===== src/rtl/token_pkg.sv =====
// Shared types and default sizing for the token decimation/arbitration slice.
// The typedefs track the default build; the modules take their widths from parameters.
package token_pkg;

  localparam int PKG_N_CH      = 4;
  localparam int PKG_CNT_W     = 4;
  localparam int PKG_RATIO_W   = 3;
  localparam int PKG_DEF_RATIO = 2;
  localparam int PKG_CH_W      = $clog2(PKG_N_CH);

  typedef logic [PKG_CH_W-1:0]    ch_idx_t;
  typedef logic [PKG_RATIO_W-1:0] ratio_t;
  typedef logic [PKG_CNT_W-1:0]   pend_t;

  localparam pend_t PEND_MAX = '1;

  typedef enum logic {
    SLOT_EMPTY = 1'b0,
    SLOT_FULL  = 1'b1
  } slot_state_e;

endpackage


===== src/rtl/token_decim_channel.sv =====
// One token channel: keep-1-of-K decimator feeding a saturating pending counter.
// A token lost to a full counter is reported one cycle later on drop.
module token_decim_channel #(
  parameter int CNT_W     = 4,
  parameter int RATIO_W   = 3,
  parameter int DEF_RATIO = 2
) (
  input  logic               clk,
  input  logic               rst,
  input  logic               tok,
  input  logic               cfg_we,
  input  logic [RATIO_W-1:0] cfg_ratio,
  input  logic               grant,
  output logic               nonzero,
  output logic               drop
);

  localparam logic [CNT_W-1:0] CNT_MAX = '1;

  logic [RATIO_W-1:0] ratio_q, ratio_d;
  logic [RATIO_W-1:0] phase_q, phase_d;
  logic [CNT_W-1:0]   pend_q, pend_d;
  logic               drop_q, drop_d;
  logic               promote;

  // A config write wins over a same-cycle token, and ratio 0 freezes the phase.
  always_comb begin
    ratio_d = ratio_q;
    phase_d = phase_q;
    promote = 1'b0;
    if (cfg_we) begin
      ratio_d = cfg_ratio;
      phase_d = '0;
    end else if (tok && (ratio_q != '0)) begin
      if (phase_q == (ratio_q - RATIO_W'(1))) begin
        phase_d = '0;
        promote = 1'b1;
      end else begin
        phase_d = phase_q + RATIO_W'(1);
      end
    end
  end

  always_comb begin
    pend_d = pend_q;
    drop_d = 1'b0;
    if (promote && !grant) begin
      if (pend_q == CNT_MAX) begin
        drop_d = 1'b1;
      end else begin
        pend_d = pend_q + CNT_W'(1);
      end
    end else if (!promote && grant) begin
      pend_d = pend_q - CNT_W'(1);
    end
  end

  always_ff @(posedge clk or posedge rst) begin
    if (rst) begin
      ratio_q <= RATIO_W'(DEF_RATIO);
      phase_q <= '0;
      pend_q  <= '0;
      drop_q  <= 1'b0;
    end else begin
      ratio_q <= ratio_d;
      phase_q <= phase_d;
      pend_q  <= pend_d;
      drop_q  <= drop_d;
    end
  end

  assign nonzero = (pend_q != '0);
  assign drop    = drop_q;

endmodule


===== src/rtl/token_decim_arbiter.sv =====
// Decimates N_CH serial token streams and drains the surviving tokens round-robin
// into a single valid/ready output slot.
module token_decim_arbiter
  import token_pkg::*;
#(
  parameter int N_CH      = PKG_N_CH,
  parameter int CNT_W     = PKG_CNT_W,
  parameter int RATIO_W   = PKG_RATIO_W,
  parameter int DEF_RATIO = PKG_DEF_RATIO
) (
  input  logic                    clk,
  input  logic                    rst,
  input  logic [N_CH-1:0]         tok_in,
  input  logic                    cfg_we,
  input  logic [$clog2(N_CH)-1:0] cfg_ch,
  input  logic [RATIO_W-1:0]      cfg_ratio,
  output logic                    out_valid,
  output logic [$clog2(N_CH)-1:0] out_ch,
  input  logic                    out_ready,
  output logic [N_CH-1:0]         drop
);

  localparam int CH_W = $clog2(N_CH);

  slot_state_e     state_q, state_d;
  logic [CH_W-1:0] out_ch_q, out_ch_d;
  logic [CH_W-1:0] last_q, last_d;
  logic [CH_W-1:0] win, idx;
  logic [N_CH-1:0] nonzero;
  logic [N_CH-1:0] grant;
  logic            found;
  logic            load;

  for (genvar i = 0; i < N_CH; i++) begin : g_ch
    token_decim_channel #(
      .CNT_W    (CNT_W),
      .RATIO_W  (RATIO_W),
      .DEF_RATIO(DEF_RATIO)
    ) u_ch (
      .clk      (clk),
      .rst      (rst),
      .tok      (tok_in[i]),
      .cfg_we   (cfg_we && (cfg_ch == CH_W'(i))),
      .cfg_ratio(cfg_ratio),
      .grant    (grant[i]),
      .nonzero  (nonzero[i]),
      .drop     (drop[i])
    );
  end

  // Round-robin search starts just after the last winner and wraps modulo N_CH.
  always_comb begin
    found = 1'b0;
    win   = last_q;
    idx   = '0;
    for (int k = 1; k <= N_CH; k++) begin
      idx = CH_W'((int'(last_q) + k) % N_CH);
      if (!found && nonzero[idx]) begin
        found = 1'b1;
        win   = idx;
      end
    end
  end

  always_comb begin
    load     = (state_q == SLOT_EMPTY) || out_ready;
    state_d  = state_q;
    out_ch_d = out_ch_q;
    last_d   = last_q;
    grant    = '0;
    if (load) begin
      if (found) begin
        state_d     = SLOT_FULL;
        out_ch_d    = win;
        last_d      = win;
        grant[win]  = 1'b1;
      end else begin
        state_d = SLOT_EMPTY;
      end
    end
  end

  always_ff @(posedge clk or posedge rst) begin
    if (rst) begin
      state_q  <= SLOT_EMPTY;
      out_ch_q <= '0;
      last_q   <= CH_W'(N_CH - 1);
    end else begin
      state_q  <= state_d;
      out_ch_q <= out_ch_d;
      last_q   <= last_d;
    end
  end

  assign out_valid = (state_q == SLOT_FULL);
  assign out_ch    = out_ch_q;

endmodule

===== config.mk =====
export PLATFORM = sky130hd
export DESIGN_NAME = token_decim_arbiter
export DESIGN_NICKNAME = d
export VERILOG_FILES = /design/src/rtl/token_pkg.sv /design/src/rtl/token_decim_channel.sv /design/src/rtl/token_decim_arbiter.sv
export SDC_FILE = /design/constraint.sdc
export NUM_CORES = 1
export LEC_CHECK = 0
export ABC_AREA = 1
export BUFFER_PORTS_ARGS = -buffer_cell sky130_fd_sc_hd__buf_2
export CAP_MARGIN = 20
export CELL_PAD_IN_SITES_DETAIL_PLACEMENT = 1
export CELL_PAD_IN_SITES_GLOBAL_PLACEMENT = 1
export CORE_MARGIN = 2
export CORE_UTILIZATION = 47
export CTS_BUF_LIST = sky130_fd_sc_hd__clkbuf_8 sky130_fd_sc_hd__clkbuf_16
export CTS_CLUSTER_SIZE = 24
export DETAILED_ROUTE_END_ITERATION = 10
export HOLD_SLACK_MARGIN = 0.06
export MAX_ROUTING_LAYER = met4
export PLACE_DENSITY = 0.84
export RECOVER_POWER = 100
export SLEW_MARGIN = 20
export SYNTH_ARGS = -nofsm -noshare
export SYNTH_HDL_FRONTEND = slang
export SYNTH_HIERARCHICAL = 1
export SYNTH_SLANG_ARGS = --single-unit

===== constraint.sdc =====
create_clock -name clk -period 3.67 [get_ports clk]
set_input_delay 0.5505 -clock clk [delete_from_list [all_inputs] [get_ports clk]]
set_output_delay 0.5505 -clock clk [all_outputs]
set_load 0.005 [all_outputs]

==> results by group, run 1 <==
Run status
  • Run status: completed

Yosys
  • Post-synth cell types: 30
  • #FFs+latches synth: 49
  • Ys flop type: dfrtp_1
  • Async SR Flop Fraction: 1.000
  • Syn avg cell area: 8.076 um2
  • Top cells by count, synth: nand2_1 (126), inv_1 (52), dfrtp_1 (43), nand3_1 (36)
  • Top cell type by total area after synthesis: dfrtp_1
  • Count leader, synth: nand2_1
  • Post-synth EDFFs: 0
  • Post-synthesis net count: 490
  • Synth top area cells: dfrtp_1 (29%), nand2_1 (13%), ha_1 (6.8%)
  • Synthesized cell area: 3659 um2
  • Cells after Synth: 453
  • YS warnings: 6
  • Sequential-to-total area share from yosys stat: 0.3372
  • Yosys top cell area share: 0.2941

Global route
  • Total GRT Usage: 0.2187
  • Initial antenna violation count: 0
  • Vias in the first global route: 3314
  • Largest net degree at the start of global routing: 15
  • First-pass GRT wire length: 14850 um
  • GRT overflow: 0

Critical path
  • Worst setup EP type: flop
  • Reg-to-Reg End: g_ch[1].u_ch/pend_q[3]$_DFFE_PP0P_
  • Worst R2R Setup Slack: 0.45 ns
  • Req. time, crit path: 3.87 ns
  • Critical path type: flop to flop
  • Worst path arrival time: 3.42 ns
  • R2R depth: 22
  • Worst setup SP type: flop
  • R2r startpoint: last_q[0]$_DFFE_PP1P_
  • Critical path peak fanout: 11

Detailed routing
  • Post-Route WL: 8309 um
  • Drt first pass iters: 4
  • Vias per cell: 5.104
  • Post-DRT Antenna Nets: 0
  • Iter 0 DRT Violations: 81
  • # DRC: 0
  • Routed len/inst: 14.20 um
  • Vias: 2986

STA
  • Hold Vio Cnt, Final: 0
  • Slew margin rel.: 0.6972
  • Minimum clock period: 3.221 ns
  • Clock Skews: 0.01216 ns
  • Slew Limit Fails: 0
  • Period utilization: 0.8776
  • # setup viols final: 0
  • Worst Tran Pin Value: 0.4537 ns
  • RSZ-0062 raised after global routing: false
  • Fin Setup TNS: 0 ns
  • Fmax: 0.3105 GHz

Placement
  • DP Wirelength: 6578 um
  • Placement Cell Area: 3900 um2
  • Number of port buffers: 19
  • Placer congestion estimate: 0.8548

Min path
  • Hold WC Path Type: input pin to async pin

Pwr
  • Comb power frac: 0.617
  • Clock network power share: 0.111
  • Leak Pwr: 2.019 nW
  • Max IR drop VDD: 0.3240 mV
  • Pwr/cell area: 928.5 nW/um2
  • Net switching power: 0.001877 W
  • Sequential share of power: 0.272
  • Switching Share: 0.5171
  • Power Internal: 0.001753 W

Clocking
  • CTS clock-pin slew for the worst setup and hold paths: 0.10 ns
  • CTS tree: built
  • Worst skew pair latency: 0.30 ns
  • H-tree depth: 2
  • Hold Buf Count CTS: 0
  • Postcts setup bufs: 0
  • Clock Sinks: 49
  • CTS max path bufs: 2
  • CTS Buf Count: 5
  • Post_cts resized: 0
  • Clock Root Buffer: clkbuf_8

Die
  • Die height: 92.23 um
  • Core region area: 7647 um2
  • Die Wd: 92.23 um
  • FP Rows: 32
  • Num ports: 20
  • Die Area: 8505 um2
  • Initial Util: 0.4784

Flow run
  • Max-cap violations: 0

Cells and area
  • N_diodes: 0
  • Layout cells sized above 1: 0.2236
  • Nets: 519
  • Cell area after layout: 3910 um2
  • Area delta synth->final: 6.874%
-- stage by stage --
stage	std cells	worst slack [ns]	hold slack, ns	power [W]	util
after detailed placement	577	0.5184	0.4824	0.003340	0.5100
final	585	0.4493	0.2695	0.003630	0.5113
after CTS	585	0.5036	0.1920	0.003785	0.5252
after floorplan	453	1.053	0.3276	0.002854	-
after global routing	585	0.1135	0.2570	0.004032	0.5113
after global placement	577	0.6508	0.4622	0.003202	0.5100
-- cells in the final DEF (no fill, tap or decap) --
cell / count
inv_4: 1
nand3b_1: 1
nor2_1: 22
inv_1: 53
nand4_4: 4
nand4_1: 12
nor3_1: 4
nor2_8: 1
ha_1: 20
nor2_4: 5
o21ai_1: 4
a21oi_1: 4
clkinv_2: 4
nand2_4: 21
inv_2: 15
buf_2: 15
o21ai_0: 26
xor2_2: 4
bufinv_16: 1
clkbuf_1: 8
nand3_2: 1
nor2_2: 1
clkbuf_8: 6
dfrtp_1: 43
nand2_1: 128
or2_1: 1
clkinv_1: 1
nand3_1: 36
xor2_1: 8
fa_1: 4
dfstp_2: 6
nand2_2: 23
-- per-layer routing --
| layer | track usage | up-vias | wire length (um) |
|---|---|---|---|
| met5 | - | - | 0 |
| met4 | 0.06095 | 0 | 112 |
| met3 | 0.02547 | 8 | 167 |
| met2 | 0.4069 | 42 | 4428 |
| met1 | 0.2471 | 1454 | 3600 |
| li1 | - | 1482 | - |
-- cell type report --
| type | count | area [um2] |
|---|---|---|
| fill | 974 | 3737 |
| multi-input combinational | 330 | 2046 |
| sequential | 49 | 1234 |
| inverter | 73 | 281.5 |
| tap | 102 | 127.6 |
| timing repair buffer | 23 | 105.1 |
| clock buffer | 6 | 82.58 |
| clock inverter | 2 | 33.78 |
-- power groups by stage --
stage	registers (W)	logic [W]	clock network, W
6_report	0.000989	0.00224	0.000402
5_1_grt	0.00102	0.00257	0.000436
4_1_cts	0.000992	0.00237	0.000420
3_5_place_dp	0.000995	0.00235	0
3_3_place_gp	0.000981	0.00222	0
2_1_floorplan	0.000923	0.00193	0
-- worst max-delay path, stage by stage (launching register included) --
cell and delay (ns):
dfstp_2 0.67, inv_2 0.14, nand2_1 0.08, nand2_1 0.10, nand2_4 0.11, nand2_4 0.07, nor2_4 0.10, nand3b_1 0.08
nand2_1 0.21, inv_4 0.07, nand2_4 0.08, nor2_1 0.08, inv_1 0.12, nand4_4 0.16, ha_1 0.37, a21oi_1 0.15
nand2_1 0.09, nand2_1 0.07, inv_1 0.05, nor2_1 0.13, nand2_1 0.07, nand2_1 0.06, nand2_1 0.05
-- sequential cells by signal (all words and copies together), names as in the netlist --
register           count
last_q                 2
out_ch                 2
out_valid              1
g_ch.u_ch/phase_q     12
g_ch.u_ch/drop         4
g_ch.u_ch/pend_q      16
g_ch.u_ch/ratio_q     12
-- worst max-delay path by stage --
stage                                                  start                                  to  slack [ns]  cells after the start
final                                  last_q[0]$_DFFE_PP1P_  g_ch[1].u_ch/pend_q[3]$_DFFE_PP0P_        0.45                     22
after global routing      g_ch[1].u_ch/pend_q[0]$_DFFE_PP0P_  g_ch[0].u_ch/pend_q[3]$_DFFE_PP0P_        0.11                     23
after CTS                              last_q[0]$_DFFE_PP1P_  g_ch[1].u_ch/pend_q[3]$_DFFE_PP0P_        0.50                     20
after detailed placement               last_q[0]$_DFFE_PP1P_  g_ch[1].u_ch/pend_q[3]$_DFFE_PP0P_        0.52                     20
after global placement                 last_q[0]$_DFFE_PP1P_  g_ch[1].u_ch/pend_q[3]$_DFFE_PP0P_        0.65                     20
after floorplan           g_ch[1].u_ch/pend_q[0]$_DFFE_PP0P_  g_ch[3].u_ch/pend_q[3]$_DFFE_PP0P_        1.05                     23
-- kinds of logic (layout without fill, tap and decap cells) --
| kind of cell | after synthesis | after routing | synth area share |
|---|---|---|---|
| buffers and inverters | 74 | 104 | 0.08003 |
| adders and majority gates | 24 | 24 | 0.09029 |
| DFF | 49 | 49 | 0.3372 |
| AOI/OAI and AO/OA | 34 | 34 | 0.04651 |
| and+or+nand+nor | 260 | 260 | 0.4090 |
| xor gates and xnor gates | 12 | 12 | 0.03694 |
No activity file was read; power rests on OpenSTA's default activity.
==> run 2: changes to the inputs <==
--- a/config.mk
+++ b/config.mk
@@ -6,18 +6,18 @@
 export NUM_CORES = 1
 export LEC_CHECK = 0
 export ABC_AREA = 1
-export BUFFER_PORTS_ARGS = -buffer_cell sky130_fd_sc_hd__buf_2
 export CAP_MARGIN = 20
 export CELL_PAD_IN_SITES_DETAIL_PLACEMENT = 1
 export CELL_PAD_IN_SITES_GLOBAL_PLACEMENT = 1
 export CORE_MARGIN = 2
-export CORE_UTILIZATION = 47
-export CTS_BUF_LIST = sky130_fd_sc_hd__clkbuf_8 sky130_fd_sc_hd__clkbuf_16
+export CORE_UTILIZATION = 45
+export CTS_BUF_LIST = sky130_fd_sc_hd__clkbuf_4
 export CTS_CLUSTER_SIZE = 24
 export DETAILED_ROUTE_END_ITERATION = 10
+export DONT_BUFFER_PORTS = 1
 export HOLD_SLACK_MARGIN = 0.06
 export MAX_ROUTING_LAYER = met4
-export PLACE_DENSITY = 0.84
+export PLACE_DENSITY = 0.78
 export RECOVER_POWER = 100
 export SLEW_MARGIN = 20
 export SYNTH_ARGS = -nofsm -noshare
==> run 2 against run 1 <==
Against the previous run:
- sequential power down 0.4%
- wire length fell by 2.9%
- clock skew shrank 0.0056 ns
- core utilization down 2.8 points
- total power down 6.0%
- global-route usage down 1.3 points
- flip-flop and latch count unchanged
- clock-buffer cell count decreased by 1
- first-iteration DRC count is 26% lower
- register-to-register slack is essentially flat
- critical path type unchanged
==> results by group, run 2 (synthesized netlist as in run 1, its figures left out) <==
Critical path
  • Req. time, crit path: 3.95 ns (+0.08 ns)
  • WP buf/inv: 4 (unchanged)
  • Worst path arrival time: 3.49 ns (+0.07 ns)
  • R2R depth: 22 (unchanged)
  • Worst R2R Setup Slack: 0.46 ns (about the same)
  • Critical path peak fanout: 11 (unchanged)
  • CP cell instances: inv_2 > nand2_1 > nand2_1 > nand2_4 > nand2_4 > nor2_4 > nand3b_1 > nand2_1 > inv_4 > nand2_4 > nor2_1 > inv_1 > nand4_4 > ha_1 > a21oi_1 > nand2_1 > nand2_1 > inv_1 > nor2_2 > nand2_1 > nand2_1 > nand2_1
  • R2r startpoint: last_q[0]$_DFFE_PP1P_
  • Slowest Stage Delay on Critical Path: 0.69 ns (+0.02 ns)
  • Worst path top cell family by delay: simple AND/OR/NAND/NOR gates
  • Worst setup EP type: flop
  • Worst setup path startpoint: last_q[0]$_DFFE_PP1P_
  • Critical Path Slowest Stage Cell: dfstp_2
  • Reg-to-Reg End: g_ch[1].u_ch/pend_q[3]$_DFFE_PP0P_
  • Worst path depth: 22 (unchanged)
  • Critical path type: flop to flop
  • CP dominant cell by count: nand2_1
  • Crit path capture: g_ch[1].u_ch/pend_q[3]$_DFFE_PP0P_
  • Worst setup SP type: flop

STA
  • Minimum clock period: 3.214 ns (-0.007118 ns)
  • Fmax: 0.3112 GHz (+0.22%)
  • # setup viols final: 0 (unchanged)
  • Hold Vio Cnt, Final: 0 (unchanged)
  • Slew Limit Fails: 0 (unchanged)
  • Clock Skews: 0.006520 ns (-0.005643 ns)
  • Worst Tran Pin Value: 0.4839 ns (+0.03023 ns)
  • RSZ-0062 raised after global routing: false
  • Slew margin rel.: 0.6770 (-0.02018)
  • Fin Setup TNS: 0 ns (unchanged)
  • Period utilization: 0.8756 (-0.001940)
  • Final hold slack: 0.2782 ns (+0.008712 ns)

Global route
  • Total GRT Usage: 0.2060 (-0.01269)
  • First-pass GRT wire length: 14270 um (-3.9%)
  • Largest net degree at the start of global routing: 16 (+1)
  • GRT overflow: 0 (unchanged)
  • Vias in the first global route: 3195 (-3.6%)
  • Initial antenna violation count: 0 (unchanged)

Clocking
  • CTS clock-pin slew for the worst setup and hold paths: 0.15 ns (+0.05 ns)
  • Clock Sinks: 49 (unchanged)
  • Worst skew pair latency: 0.37 ns (+0.07 ns)
  • CTS Buf Count: 5 (unchanged)
  • Postcts setup bufs: 0 (unchanged)
  • CTS max path bufs: 2 (unchanged)
  • CTS tree: built
  • H-tree depth: 2 (unchanged)
  • Clock Root Buffer: clkbuf_4

Cells and area
  • Biggest regs: g_ch.u_ch/pend_q x16, g_ch.u_ch/phase_q x12, g_ch.u_ch/ratio_q x12
  • N_diodes: 0 (unchanged)
  • Most common cell after layout, fill and taps aside: nand2_1
  • Nets: 502 (-3.3%)
  • Layout cells sized above 1: 0.2060 (-0.01759)
  • Area delta synth->final: 3.078%
  • Biggest register: g_ch.u_ch/pend_q
  • Finished Layout Cells: 568 (-2.9%)
  • Max reg flops: 16 (unchanged)
  • Commonest cells after routing, fill and taps aside: nand2_1 (130), inv_1 (52), dfrtp_1 (43), nand3_1 (36), o21ai_0 (27)

Placement
  • Placer congestion estimate: 0.8581 (+0.39%)
  • Dpl cells: 558 (-3.3%)
  • Number of port buffers: 0 (-19)
  • DP Wirelength: 6711 um (+2.0%)

Pwr
  • Clock network power share: 0.076 (-0.035)
  • Comb power frac: 0.636 (+0.019)
  • Power Internal: 0.001572 W (-10%)
  • Max IR drop VDD: 0.3857 mV (+19%)
  • Net switching power: 0.001842 W (-1.9%)
  • Pwr/cell area: 905.3 nW/um2 (-2.5%)
  • Leak Pwr: 1.917 nW (-5.1%)
  • Sequential share of power: 0.288 (+0.016)
  • Switching Share: 0.5395 (+0.02239)

Detailed routing
  • # DRC: 0 (unchanged)
  • Vias: 2843 (-4.8%)
  • Iter 0 DRT Violations: 60 (-26%)
  • Routed len/inst: 14.21 um (about the same)
  • Post-Route WL: 8071 um (-2.9%)
  • Post-DRT Antenna Nets: 0 (unchanged)
  • Vias per cell: 5.005 (-1.9%)
  • Drt first pass iters: 4 (unchanged)

Min path
  • Hold WC Path Type: input pin to flop
  • Hold path depth: 2

Die
  • Initial Util: 0.4686 (-0.009813)
  • Die Wd: 94.17 um (+2.1%)
  • Num ports: 20 (unchanged)
  • FP Rows: 32 (unchanged)
  • Core region area: 7807 um2 (+2.1%)
  • Die height: 94.17 um (+2.1%)
  • Die Area: 8867 um2 (+4.3%)

Flow run
  • Max-cap violations: 0 (unchanged)

Run status
  • Run status: completed
## run 2: through the flow
stage / setup WS, ns / utilization / cell area (um2) / total power [W]
4_1_cts: 0.4620 / 0.4970 / 3880 / 0.003621
2_1_floorplan: 1.053 / - / 3659 / 0.002854
6_report: 0.4565 / 0.4830 / 3771 / 0.003414
3_5_place_dp: 0.4900 / 0.4873 / 3805 / 0.003344
5_1_grt: 0.1022 / 0.4830 / 3771 / 0.003797
3_3_place_gp: 0.6549 / 0.4873 / 3805 / 0.003203
## run 2: area by class of cell
| cell class | count | area (um2) |
|---|---|---|
| Clock inverter | 3 | 17.52 |
| Timing Repair Buffer | 6 | 35.03 |
| Multi-Input combinational cell | 330 | 2038 |
| Clock buffer | 5 | 37.54 |
| Sequential cell | 49 | 1234 |
| Tap cell | 102 | 127.6 |
| Inverter | 73 | 281.5 |
| Fill cell | 999 | 4036 |
## run 2: power groups by stage
stage / sequential [W] / clock, W / combinational, W
floorplan: 0.000923 / 0 / 0.00193
global route: 0.00102 / 0.000295 / 0.00248
CTS: 0.000987 / 0.000274 / 0.00236
finish: 0.000985 / 0.000259 / 0.00217
global placement: 0.000989 / 0 / 0.00221
detailed placement: 0.000998 / 0 / 0.00235
## run 2: per-layer routing
metal  GRT usage  vias up  part of all wire
met3     0.02970        4             0.022
li1            -     1438                 -
met5           -        -                 0
met1      0.2329     1378              0.44
met2      0.3851       23              0.53
met4     0.04348        0            0.0063
## run 2: worst min path at each step
stage	end	slack [ns]	from
2_1_floorplan	out_ch[0]$_DFFE_PP0P_	0.33	rst
3_3_place_gp	out_ch[1]$_DFFE_PP0P_	0.35	rst
3_5_place_dp	out_ch[1]$_DFFE_PP0P_	0.35	rst
4_1_cts	g_ch[1].u_ch/ratio_q[1]$_DFFE_PP1P_	0.26	cfg_ratio[1]
5_1_grt	g_ch[2].u_ch/ratio_q[1]$_DFFE_PP1P_	0.26	cfg_ratio[1]
6_report	g_ch[1].u_ch/ratio_q[1]$_DFFE_PP1P_	0.28	cfg_ratio[1]
## run 2: worst register-to-register path: cells and delay by family, from the launching register on
kind                     cells  cell delay [ns]
AND/OR/NAND/NOR             16             1.47
buffers and inverters        4             0.38
AO/OA/AOI/OAI                1             0.19
flip-flops                   1             0.69
adder cells (fa/ha/maj)      1             0.38
## run 2: what timing repair did
action                    CTS  global route
gates resized for setup     0             0
hold buffers                2             0
hold endpoints to repair   33             0
==> run 3: changes to the inputs <==
--- a/config.mk
+++ b/config.mk
@@ -22,5 +22,4 @@
 export SLEW_MARGIN = 20
 export SYNTH_ARGS = -nofsm -noshare
 export SYNTH_HDL_FRONTEND = slang
-export SYNTH_HIERARCHICAL = 1
 export SYNTH_SLANG_ARGS = --single-unit
==> run 3 against run 2 <==
Against the previous run:
- the run now ends with max-capacitance violations, max-slew violations left
- setup slack worse by 0.011 ns
- hold slack better by 0.0089 ns
- non-clock buffer count is 3 lower
- sequential share of layout area is 5.7 points higher
- flip-flop and latch count did not move
- first-iteration DRC count grew 5.0%
- via count down 12%
- clock-buffer cell count rose by 1
- die area decreased by 14%
- total power fell by 24%
- clock skew increased by 0.0077 ns
==> results by group, run 3 <==
Cells and area
  • Layout cells sized above 1: 0.08399 (-0.1220)
  • Finished Layout Cells: 461 (-19%)
  • N_diodes: 0 (unchanged)
  • Biggest regs: g_ch.u_ch.pend_q x16, g_ch.u_ch.phase_q x12, g_ch.u_ch.ratio_q x12
  • Nets: 418 (-17%)
  • Commonest cells after routing, fill and taps aside: nand2_1 (95), dfrtp_1 (43), inv_1 (35), nand3_1 (33), a21oi_1 (22)
  • Max reg flops: 16 (unchanged)
  • Biggest register: g_ch.u_ch.pend_q
  • Area delta synth->final: 3.006% (about the same)
  • Most common cell after layout, fill and taps aside: nand2_1

Critical path
  • Worst setup EP type: flop
  • CP cell instances: inv_1 > ha_1 > xnor2_1 > xor2_1 > nand4_1 > nor3_1 > nand2_1 > ha_1 > nand2_1 > nand2_1 > a31oi_1 > inv_1 > nand2_1 > nand3_1 > nand2_1 > nand2_1
  • R2R depth: 16 (-27%)
  • Slowest Stage Delay on Critical Path: 0.55 ns (-0.14 ns)
  • Worst path depth: 16 (-27%)
  • Worst setup path startpoint: g_ch[0].u_ch.ratio_q[1]$_DFFE_PP1P_
  • Critical path type: flop to flop
  • Worst R2R Setup Slack: 0.45 ns (about the same)
  • Crit path capture: g_ch[0].u_ch.pend_q[3]$_DFFE_PP0P_
  • Reg-to-Reg End: g_ch[0].u_ch.pend_q[3]$_DFFE_PP0P_
  • WP buf/inv: 2 (-2)
  • Worst setup SP type: flop
  • Worst path arrival time: 3.48 ns (about the same)
  • Critical path peak fanout: 5 (-6)
  • R2r startpoint: g_ch[0].u_ch.ratio_q[1]$_DFFE_PP1P_
  • Req. time, crit path: 3.93 ns (-0.02 ns)
  • Critical Path Slowest Stage Cell: dfstp_2
  • CP dominant cell by count: nand2_1
  • Worst path top cell family by delay: simple AND/OR/NAND/NOR gates

Die
  • FP Rows: 30 (-6.3%)
  • Core region area: 6756 um2 (-13%)
  • Die height: 87.29 um (-7.3%)
  • Die Wd: 87.29 um (-7.3%)
  • Die Area: 7620 um2 (-14%)
  • Initial Util: 0.4620 (-0.006553)
  • Num ports: 20 (unchanged)

STA
  • Minimum clock period: 3.225 ns (+0.01108 ns)
  • # setup viols final: 0 (unchanged)
  • RSZ-0062 raised after global routing: false
  • Final hold slack: 0.2871 ns (+0.008892 ns)
  • Fin Setup TNS: 0 ns (unchanged)
  • Final WS setup: 0.4454 ns (-0.01108 ns)
  • Period utilization: 0.8786 (+0.003020)
  • Hold Vio Cnt, Final: 0 (unchanged)
  • Clock Skews: 0.01417 ns (+0.007650 ns)
  • Slew margin rel.: -0.4570 (-1.134)
  • Fmax: 0.3101 GHz (-0.34%)
  • Slew Limit Fails: 50 (+50)
  • Worst Tran Pin Value: 2.174 ns (+1.690 ns)

Placement
  • Placer congestion estimate: 0.8035 (-6.4%)
  • DP Wirelength: 5423 um (-19%)
  • Pre-CTS setup slack: 0.4702 ns (-0.01982 ns)
  • Dpl cells: 454 (-19%)
  • Number of port buffers: 0 (unchanged)

Yosys
  • Yosys top cell area share: 0.3447 (+0.05057)
  • Synthesized cell area: 3122 um2 (-15%)
  • Post-synth EDFFs: 0 (unchanged)
  • Count leader, synth: nand2_1
  • Synth top area cells: dfrtp_1 (34%), nand2_1 (11%), ha_1 (8.0%)
  • Async SR Flop Fraction: 1.000 (unchanged)
  • Top cell type by total area after synthesis: dfrtp_1
  • #FFs+latches synth: 49 (unchanged)
  • Cells after Synth: 377 (-17%)
  • Synth Area in XOR/XNOR: 0.06172 (+0.02479)
  • Ys flop type: dfrtp_1
  • Adder-cell share of the synthesized area: 0.1058 (+0.01552)
  • Post-synthesis net count: 414 (-16%)
  • Largest family of logic cells by synthesized area: simple AND/OR/NAND/NOR gates
  • Top cells by count, synth: nand2_1 (89), dfrtp_1 (43), inv_1 (36), nand3_1 (33), a21oi_1 (22)
  • Sequential-to-total area share from yosys stat: 0.3952 (+0.05798)
  • Syn avg cell area: 8.280 um2 (+2.5%)
  • Post-synth cell types: 27 (-10%)
  • Mux cell area share after synthesis: 0 (unchanged)
  • Post-synthesis compound-gate area fraction: 0.07615 (+0.02964)
  • YS warnings: 0 (-6)
  • Simple-gate area share of the yosys netlist: 0.2978 (-0.1112)

Detailed routing
  • Post-DRT Antenna Nets: 0 (unchanged)
  • Iter 0 DRT Violations: 63 (+5.0%)
  • Drt first pass iters: 4 (unchanged)
  • Vias per cell: 5.432 (+8.5%)
  • Vias: 2504 (-12%)
  • Post-Route WL: 6906 um (-14%)
  • # DRC: 0 (unchanged)
  • Routed len/inst: 14.98 um (+5.4%)

Global route
  • Total GRT Usage: 0.2054 (-0.0005433)
  • Largest net degree at the start of global routing: 50 (+34)
  • GRT overflow: 0 (unchanged)
  • First-pass GRT wire length: 12150 um (-15%)
  • Vias in the first global route: 2604 (-18%)
  • Initial antenna violation count: 0 (unchanged)

Flow run
  • Max-cap violations: 1 (+1)

Pwr
  • Leak Pwr: 1.541 nW (-20%)
  • Power Internal: 0.001347 W (-14%)
  • Clock network power share: 0.095 (+0.019)
  • Net switching power: 0.001234 W (-33%)
  • Comb power frac: 0.517 (-0.119)
  • Pwr/cell area: 802.7 nW/um2 (-11%)
  • Switching Share: 0.4782 (-0.06122)
  • Sequential share of power: 0.388 (+0.100)
  • Max IR drop VDD: 0.2839 mV (-26%)
  • Total power: 0.002581 W (-24%)

Clocking
  • Clock Sinks: 49 (unchanged)
  • Clock Root Buffer: clkbuf_4
  • H-tree depth: 2 (unchanged)
  • CTS tree: built
  • CTS clock-pin slew for the worst setup and hold paths: 0.15 ns (about the same)
  • Worst skew pair latency: 0.36 ns (about the same)
  • CTS max path bufs: 2 (unchanged)
  • CTS Buf Count: 5 (unchanged)

Run status
  • Violated checks: max-capacitance violations, max-slew violations
  • Run status: finished, violations left

Min path
  • Hold WC Path Type: input pin to flop
  • Hold path depth: 2 (unchanged)
[run 3: worst min-delay path by stage]
stage                                                   from                                   to  slack (ns)
after floorplan           g_ch[1].u_ch.pend_q[3]$_DFFE_PP0P_   g_ch[1].u_ch.pend_q[3]$_DFFE_PP0P_        0.47
after global placement                 out_ch[1]$_DFFE_PP0P_                out_ch[1]$_DFFE_PP0P_        0.50
after detailed placement  g_ch[1].u_ch.pend_q[3]$_DFFE_PP0P_   g_ch[1].u_ch.pend_q[3]$_DFFE_PP0P_        0.51
after CTS                                       cfg_ratio[1]  g_ch[2].u_ch.ratio_q[1]$_DFFE_PP1P_        0.27
after global routing                            cfg_ratio[1]  g_ch[2].u_ch.ratio_q[1]$_DFFE_PP1P_        0.29
final                                           cfg_ratio[1]  g_ch[2].u_ch.ratio_q[1]$_DFFE_PP1P_        0.29
[run 3: kinds of logic (layout without fill, tap and decap cells)]
kind of cell               Yosys count  after routing
and+or+nand+nor                    192            192
DFF                                 49             49
AOI/OAI and AO/OA                   46             46
buffers and inverters               44             48
adders and majority gates           24             24
xor gates and xnor gates            22             22
[run 3: power groups by stage]
stage               Clock (W)  Sequential, W  Combinational (W)
floorplan                   0       0.000921            0.00115
global placement            0        0.00101            0.00128
detailed placement          0        0.00102            0.00136
CTS                  0.000257        0.00101            0.00137
global route         0.000280        0.00104            0.00154
finish               0.000245        0.00100            0.00133
[run 3: stage by stage]
stage | instance area, um2 | utilization
floorplan | 3122 | -
global placement | 3192 | 0.4724
detailed placement | 3192 | 0.4724
CTS | 3241 | 0.4796
global route | 3216 | 0.4759
finish | 3216 | 0.4759
[run 3: worst reg2reg max path, delay by kind of cell, from the launching register on]
kind,cells,cell delay [ns]
simple gates,9,1.31
xor+xnor,2,0.36
compound gates,1,0.21
flops,1,0.55
fa+ha+maj,2,0.57
buf+inv,2,0.13
[run 3: what timing repair did]
item                                    4_1_cts  5_1_grt
hold buffers                                  0        0
setup buffers                                 0        0
endpoints found under the setup margin        0        1
endpoints found under the hold margin         0        0
resized for setup                             0        1
[run 3: layer usage]
metal  GRT usage  routed length, um  part of all wire
met1      0.2643               3346              0.48
met5           -                  0                 0
met4     0.03776                 34            0.0049
met2      0.3464               3421              0.50
met3     0.03128                104             0.015
[run 3: final cells by class]
class | instances | area (um2)
Clock inverter | 1 | 3.754
Multi-Input combinational cell | 284 | 1675
Clock buffer | 6 | 45.04
Timing Repair Buffer | 3 | 11.26
Tap cell | 80 | 100.1
Inverter | 38 | 146.4
Sequential cell | 49 | 1234
Fill cell | 806 | 3541
